--- src/rtl/pipe_hazard_ctrl.sv ---
// rtl/pipe_hazard_ctrl.sv - load-use stall, redirect flush and operand forwarding control
module pipe_hazard_ctrl #(
  parameter int REG_AW      = 5,
  parameter int LOAD_LAT    = 1,
  parameter int FLUSH_DEPTH = 3,
  parameter int CNT_W       = 16
) (
  input  logic                   clk_i,
  input  logic                   rst_i,
  input  logic [REG_AW-1:0]      id_rs_i,
  input  logic [REG_AW-1:0]      id_rt_i,
  input  logic                   id_rs_used_i,
  input  logic                   id_rt_used_i,
  input  logic [REG_AW-1:0]      ex_rs_i,
  input  logic [REG_AW-1:0]      ex_rt_i,
  input  logic [REG_AW-1:0]      ex_dst_i,
  input  logic                   ex_memread_i,
  input  logic                   ex_regwrite_i,
  input  logic [REG_AW-1:0]      mem_dst_i,
  input  logic                   mem_regwrite_i,
  input  logic [REG_AW-1:0]      wb_dst_i,
  input  logic                   wb_regwrite_i,
  input  logic                   branch_taken_i,
  input  logic                   cnt_clr_i,
  output logic                   stall_o,
  output logic                   bubble_o,
  output logic [FLUSH_DEPTH-1:0] flush_o,
  output logic [1:0]             fwd_a_o,
  output logic [1:0]             fwd_b_o,
  output logic [CNT_W-1:0]       stall_cnt_o,
  output logic [CNT_W-1:0]       flush_cnt_o,
  output logic                   busy_o
);

  localparam int REM_W = $clog2(LOAD_LAT) + 1;

  typedef enum logic {IDLE = 1'b0, HOLD = 1'b1} state_t;

  state_t             state_q, state_d;
  logic [REM_W-1:0]   rem_q, rem_d;
  logic               ld_hit;
  logic               stall;
  logic [CNT_W-1:0]   stall_cnt_q, stall_cnt_d;
  logic [CNT_W-1:0]   flush_cnt_q, flush_cnt_d;
  logic               unused_regwrite;

  // ex_regwrite_i is implied by ex_memread_i for loads; kept on the port for completeness
  assign unused_regwrite = ex_regwrite_i;

  // Load in EX whose destination is read by the instruction in ID; register 0 never hazards
  always_comb begin
    ld_hit = 1'b0;
    if (ex_memread_i && (ex_dst_i != '0)) begin
      ld_hit = (id_rs_used_i && (id_rs_i == ex_dst_i)) ||
               (id_rt_used_i && (id_rt_i == ex_dst_i));
    end
  end

  // Stall FSM next state; a redirect cancels any stall, including one already in HOLD
  always_comb begin
    state_d = state_q;
    rem_d   = rem_q;
    stall   = 1'b0;
    if (branch_taken_i) begin
      state_d = IDLE;
      rem_d   = '0;
    end else begin
      case (state_q)
        IDLE: begin
          if (ld_hit) begin
            stall = 1'b1;
            if (LOAD_LAT > 1) begin
              state_d = HOLD;
              rem_d   = REM_W'(LOAD_LAT - 1);
            end
          end
        end
        HOLD: begin
          stall = 1'b1;
          rem_d = rem_q - REM_W'(1);
          if (rem_q == REM_W'(1)) begin
            state_d = IDLE;
            rem_d   = '0;
          end
        end
        default: begin
          state_d = IDLE;
          rem_d   = '0;
        end
      endcase
    end
  end

  // Outputs are gated by reset so they drop immediately when reset asserts
  always_comb begin
    stall_o  = rst_i & stall;
    bubble_o = rst_i & (stall | branch_taken_i);
    flush_o  = (rst_i && branch_taken_i) ? {FLUSH_DEPTH{1'b1}} : '0;
    busy_o   = rst_i & (state_q == HOLD);
  end

  // Forwarding select: MEM result has priority over WB result
  always_comb begin
    fwd_a_o = 2'b00;
    fwd_b_o = 2'b00;
    if (mem_regwrite_i && (mem_dst_i != '0) && (mem_dst_i == ex_rs_i)) begin
      fwd_a_o = 2'b10;
    end else if (wb_regwrite_i && (wb_dst_i != '0) && (wb_dst_i == ex_rs_i)) begin
      fwd_a_o = 2'b01;
    end
    if (mem_regwrite_i && (mem_dst_i != '0) && (mem_dst_i == ex_rt_i)) begin
      fwd_b_o = 2'b10;
    end else if (wb_regwrite_i && (wb_dst_i != '0) && (wb_dst_i == ex_rt_i)) begin
      fwd_b_o = 2'b01;
    end
  end

  // Saturating event counters; clear wins over increment
  always_comb begin
    stall_cnt_d = stall_cnt_q;
    flush_cnt_d = flush_cnt_q;
    if (cnt_clr_i) begin
      stall_cnt_d = '0;
      flush_cnt_d = '0;
    end else begin
      if (stall_o && !(&stall_cnt_q)) begin
        stall_cnt_d = stall_cnt_q + CNT_W'(1);
      end
      if (branch_taken_i && !(&flush_cnt_q)) begin
        flush_cnt_d = flush_cnt_q + CNT_W'(1);
      end
    end
  end

  // State, down-counter and event counter registers
  always_ff @(posedge clk_i or negedge rst_i) begin
    if (!rst_i) begin
      state_q     <= IDLE;
      rem_q       <= '0;
      stall_cnt_q <= '0;
      flush_cnt_q <= '0;
    end else begin
      state_q     <= state_d;
      rem_q       <= rem_d;
      stall_cnt_q <= stall_cnt_d;
      flush_cnt_q <= flush_cnt_d;
    end
  end

  assign stall_cnt_o = stall_cnt_q;
  assign flush_cnt_o = flush_cnt_q;

endmodule

--- config.mk ---
export PLATFORM = sky130hd
export DESIGN_NAME = pipe_hazard_ctrl
export DESIGN_NICKNAME = d
export VERILOG_FILES = /design/src/rtl/pipe_hazard_ctrl.sv
export SDC_FILE = /design/constraint.sdc
export NUM_CORES = 1
export LEC_CHECK = 0
export ABC_AREA = 0
export CELL_PAD_IN_SITES_DETAIL_PLACEMENT = 0
export CELL_PAD_IN_SITES_GLOBAL_PLACEMENT = 1
export CORE_MARGIN = 10
export CORE_UTILIZATION = 25
export DETAILED_ROUTE_END_ITERATION = 10
export PLACE_DENSITY = 0.77
export RECOVER_POWER = 50
export SLEW_MARGIN = 20
export SYNTH_ARGS = -nofsm -noshare
export SYNTH_HDL_FRONTEND = slang
export SYNTH_SLANG_ARGS = --single-unit
--- constraint.sdc ---
create_clock -name clk_i -period 2.4 [get_ports clk_i]
set_input_delay 0.48 -clock clk_i [delete_from_list [all_inputs] [get_ports clk_i]]
set_output_delay 0.48 -clock clk_i [all_outputs]
set_load 0.005 [all_outputs]
==> results.cfg <==
[finish]
final_cell_mix = 43 x clkdlybuf4s50_1, 41 x buf_4, 34 x dfrtp_1
filler_cell_count = 847
commonest_non_fill_non_tap_cell_in_the_layout = clkdlybuf4s50_1
area.growth.synth_to_final_pct = 64.1
drive_gt1_frac = 0.211
layout.nets = 411
fin_cells = 470
number_of_antenna_cells_inserted = 0

[flow_run]
drv_cap = 0

[floorplanning]
fp.dieArea_sq_um = 12800
core_area_sq_um = 8340
rows = 33
io_pins = 87
initial_utilization = 0.260
die_height_um = 113
die-width_um = 113

[sta]
max_slew.worst_pin.slew_ps = 754
finalSetupViolCount = 0
timing_hold_violations_final = 0
final_number_of_max_transition_violations = 0
maxSlewHeadroom = 0.497
post-route-min-period_ps = 2370
final.setup_skew_ps = 6.32
max_clock_freq_mhz = 421
unrepaired_setup_endpoints_after_global_routing = yes
hold_ws_ps = 269
final_min_period_over_clock_period = 0.989

[placement]
cells_after_dpl = 460
port-buffer-count = 85
hpwlAfterDp_um = 5720
gp_congestion = 0.785

[worst_setup_path]
worst-endpoint-arrival_ps = 1890
worst-path-max-fanout = 2
worst-setup-path-type = in2out
worstSetupEndpointType = output pin
cp_data_required_time_ps = 1920
r2r_setup_slack_ps = 330
launch_point_of_the_worst_reg_to_reg_path = stall_cnt_o[2]
crit_path_start_kind = input port
reg2regPathDepth = 6
timing.rr.end = stall_cnt_o[15]

[cts]
cts-htree-levels = 2
clock_sink_count = 34
cts_tree = built
path_clk_slew_ps = 70
cts_inserted_buffers = 5
ctsLongestPathBuffers = 2
clk-insertion-delay-late_ps = 290
root_buffer = clkbuf_8

[routing]
postRouteAntennaNets = 0
routed_wl_um = 7240
drc_errors = 0
vias_per_cell = 4.65
vias = 2186
drt-pass1-iter-count = 4
drtIter0Drc = 85
routed_wire_length_per_instance_um = 15.4

[synth]
synth_largest_area_cell = dfrtp_1
netlist_instances = 234
yosys_warnings = 0
post_synth_num_cell_types = 41
netlist_top_cells_area = dfrtp_1 39%, xor2_1 9.7%, xnor2_1 9.3%
syn-cell-area_sq_um = 2170
synth_seq_area_share = 0.392
avgSynthCellArea_sq_um = 9.27
post-synth-top-area-fraction = 0.392
mappedNetlistNets = 281
synth_enable_flop_cells = 0
yosys_most_used_dff = dfrtp_1
async_reset_ff_frac = 1.00
synth.ff_latch_count = 34

[pwr]
leakage_nw = 1.53
vdd.ir_drop.worst_mv = 0.204
cellPowerDensity_nw_per_um2 = 357

[min_path]
worst_hold_path_type = in2async

[global_route]
total_congestion_overflow = 0
grt_start_max_net_pins = 15
antenna_found_initial = 0
groute.usage.overall = 0.108
first_global_vias = 2257
grt_pass1_wl_um = 11300

[status]
run_status = finished clean
routing by layer:
layer / up-vias / track usage / part of all wire
li1: 1111 / - / -
met1: 1029 / 0.112 / 0.40
met2: 37 / 0.200 / 0.54
met3: 9 / 0.0359 / 0.047
met4: 0 / 0.0338 / 0.014
met5: - / 0 / 0
through the flow:
step	setup TNS, ps	utilization	worst slack [ps]	instance area (sq um)	power, W
floorplan	0	-	313	2170	0.000665
CTS	0	0.424	7.33	3530	0.00128
finish	0	0.427	25.4	3560	0.00127
detailed placement	-7600	0.411	-723	3430	0.000839
global route	-96.2	0.427	-54.5	3560	0.00133
global placement	-7300	0.411	-678	3430	0.000836
cells in the mapped netlist, types with 3 or more instances:
cell / number
xor2_1: 24
or4_1: 7
and2_1: 5
nand4_1: 12
and3_1: 3
xnor2_1: 23
inv_1: 3
or3_1: 5
nor2b_1: 3
nor3_1: 5
nand2_1: 14
nor2_1: 23
clkbuf_1: 4
a21oi_1: 10
nor4_1: 5
o21ai_0: 8
dfrtp_1: 34
nand3_1: 12
and4_1: 5
cell type report:
class | count | area (sq um) | area share
clock inverter | 1 | 5.00 | 0.00141
multi-input combinational | 190 | 1340 | 0.377
tap | 105 | 131 | 0.0369
sequential | 34 | 851 | 0.239
timing repair buffer | 130 | 1130 | 0.318
inverter | 3 | 11.3 | 0.00316
clock buffer | 7 | 86.3 | 0.0243
repair_timing:
item,CTS,global route
pin swaps,12,8
buffers inserted,0,2
gates resized for setup,63,17
cloned,0,0
endpoints found under the setup margin,15,13
hold buffers,0,0
worst max-delay path: stages:
cell	delay [ps]
clkdlybuf4s50_1	510
xnor2_1	160
nand3_1	160
nor4_4	320
clkdlybuf4s15_1	260
how the worst max path moves through the flow:
stage                 start          to  slack, ps  cells after the start
3_5_place_dp   mem_dst_i[1]  fwd_a_o[0]       -720                      6
5_1_grt          ex_rt_i[2]  fwd_b_o[1]        -50                      5
4_1_cts         wb_dst_i[1]  fwd_b_o[0]          7                      6
6_report         ex_rt_i[2]  fwd_b_o[1]         30                      5
2_1_floorplan  mem_dst_i[1]  fwd_a_o[0]        310                      4
3_3_place_gp   mem_dst_i[1]  fwd_b_o[0]       -680                      6
power by group:
group	internal, W	leakage (nW)	total, W	switching [W]
clock network	0.000231	0.0482	0.000440	0.000208
logic	0.000142	1.01	0.000249	0.000106
registers	0.000576	0.474	0.000580	0.00000372
total	0.000950	1.53	0.00127	0.000318
state kept, by name, indices dropped and copies added (netlist names):
signal and flops:
state_q 1, rem_q 1, stall_cnt_o 16, flush_cnt_o 16
kinds of logic (layout without fill, tap and decap cells):
logic type               count (synthesis)  after routing  share of synthesized area
flip-flops                              34             34                      0.392
adder cells (fa/ha/maj)                  2              2                     0.0115
AO/OA/AOI/OAI                           35             35                      0.109
XOR/XNOR                                47             47                      0.190
AND/OR/NAND/NOR                        104            104                      0.264
multiplexers                             2              2                    0.00923
buffers and inverters                   10            141                     0.0242
(Power assumes the default switching activity.)
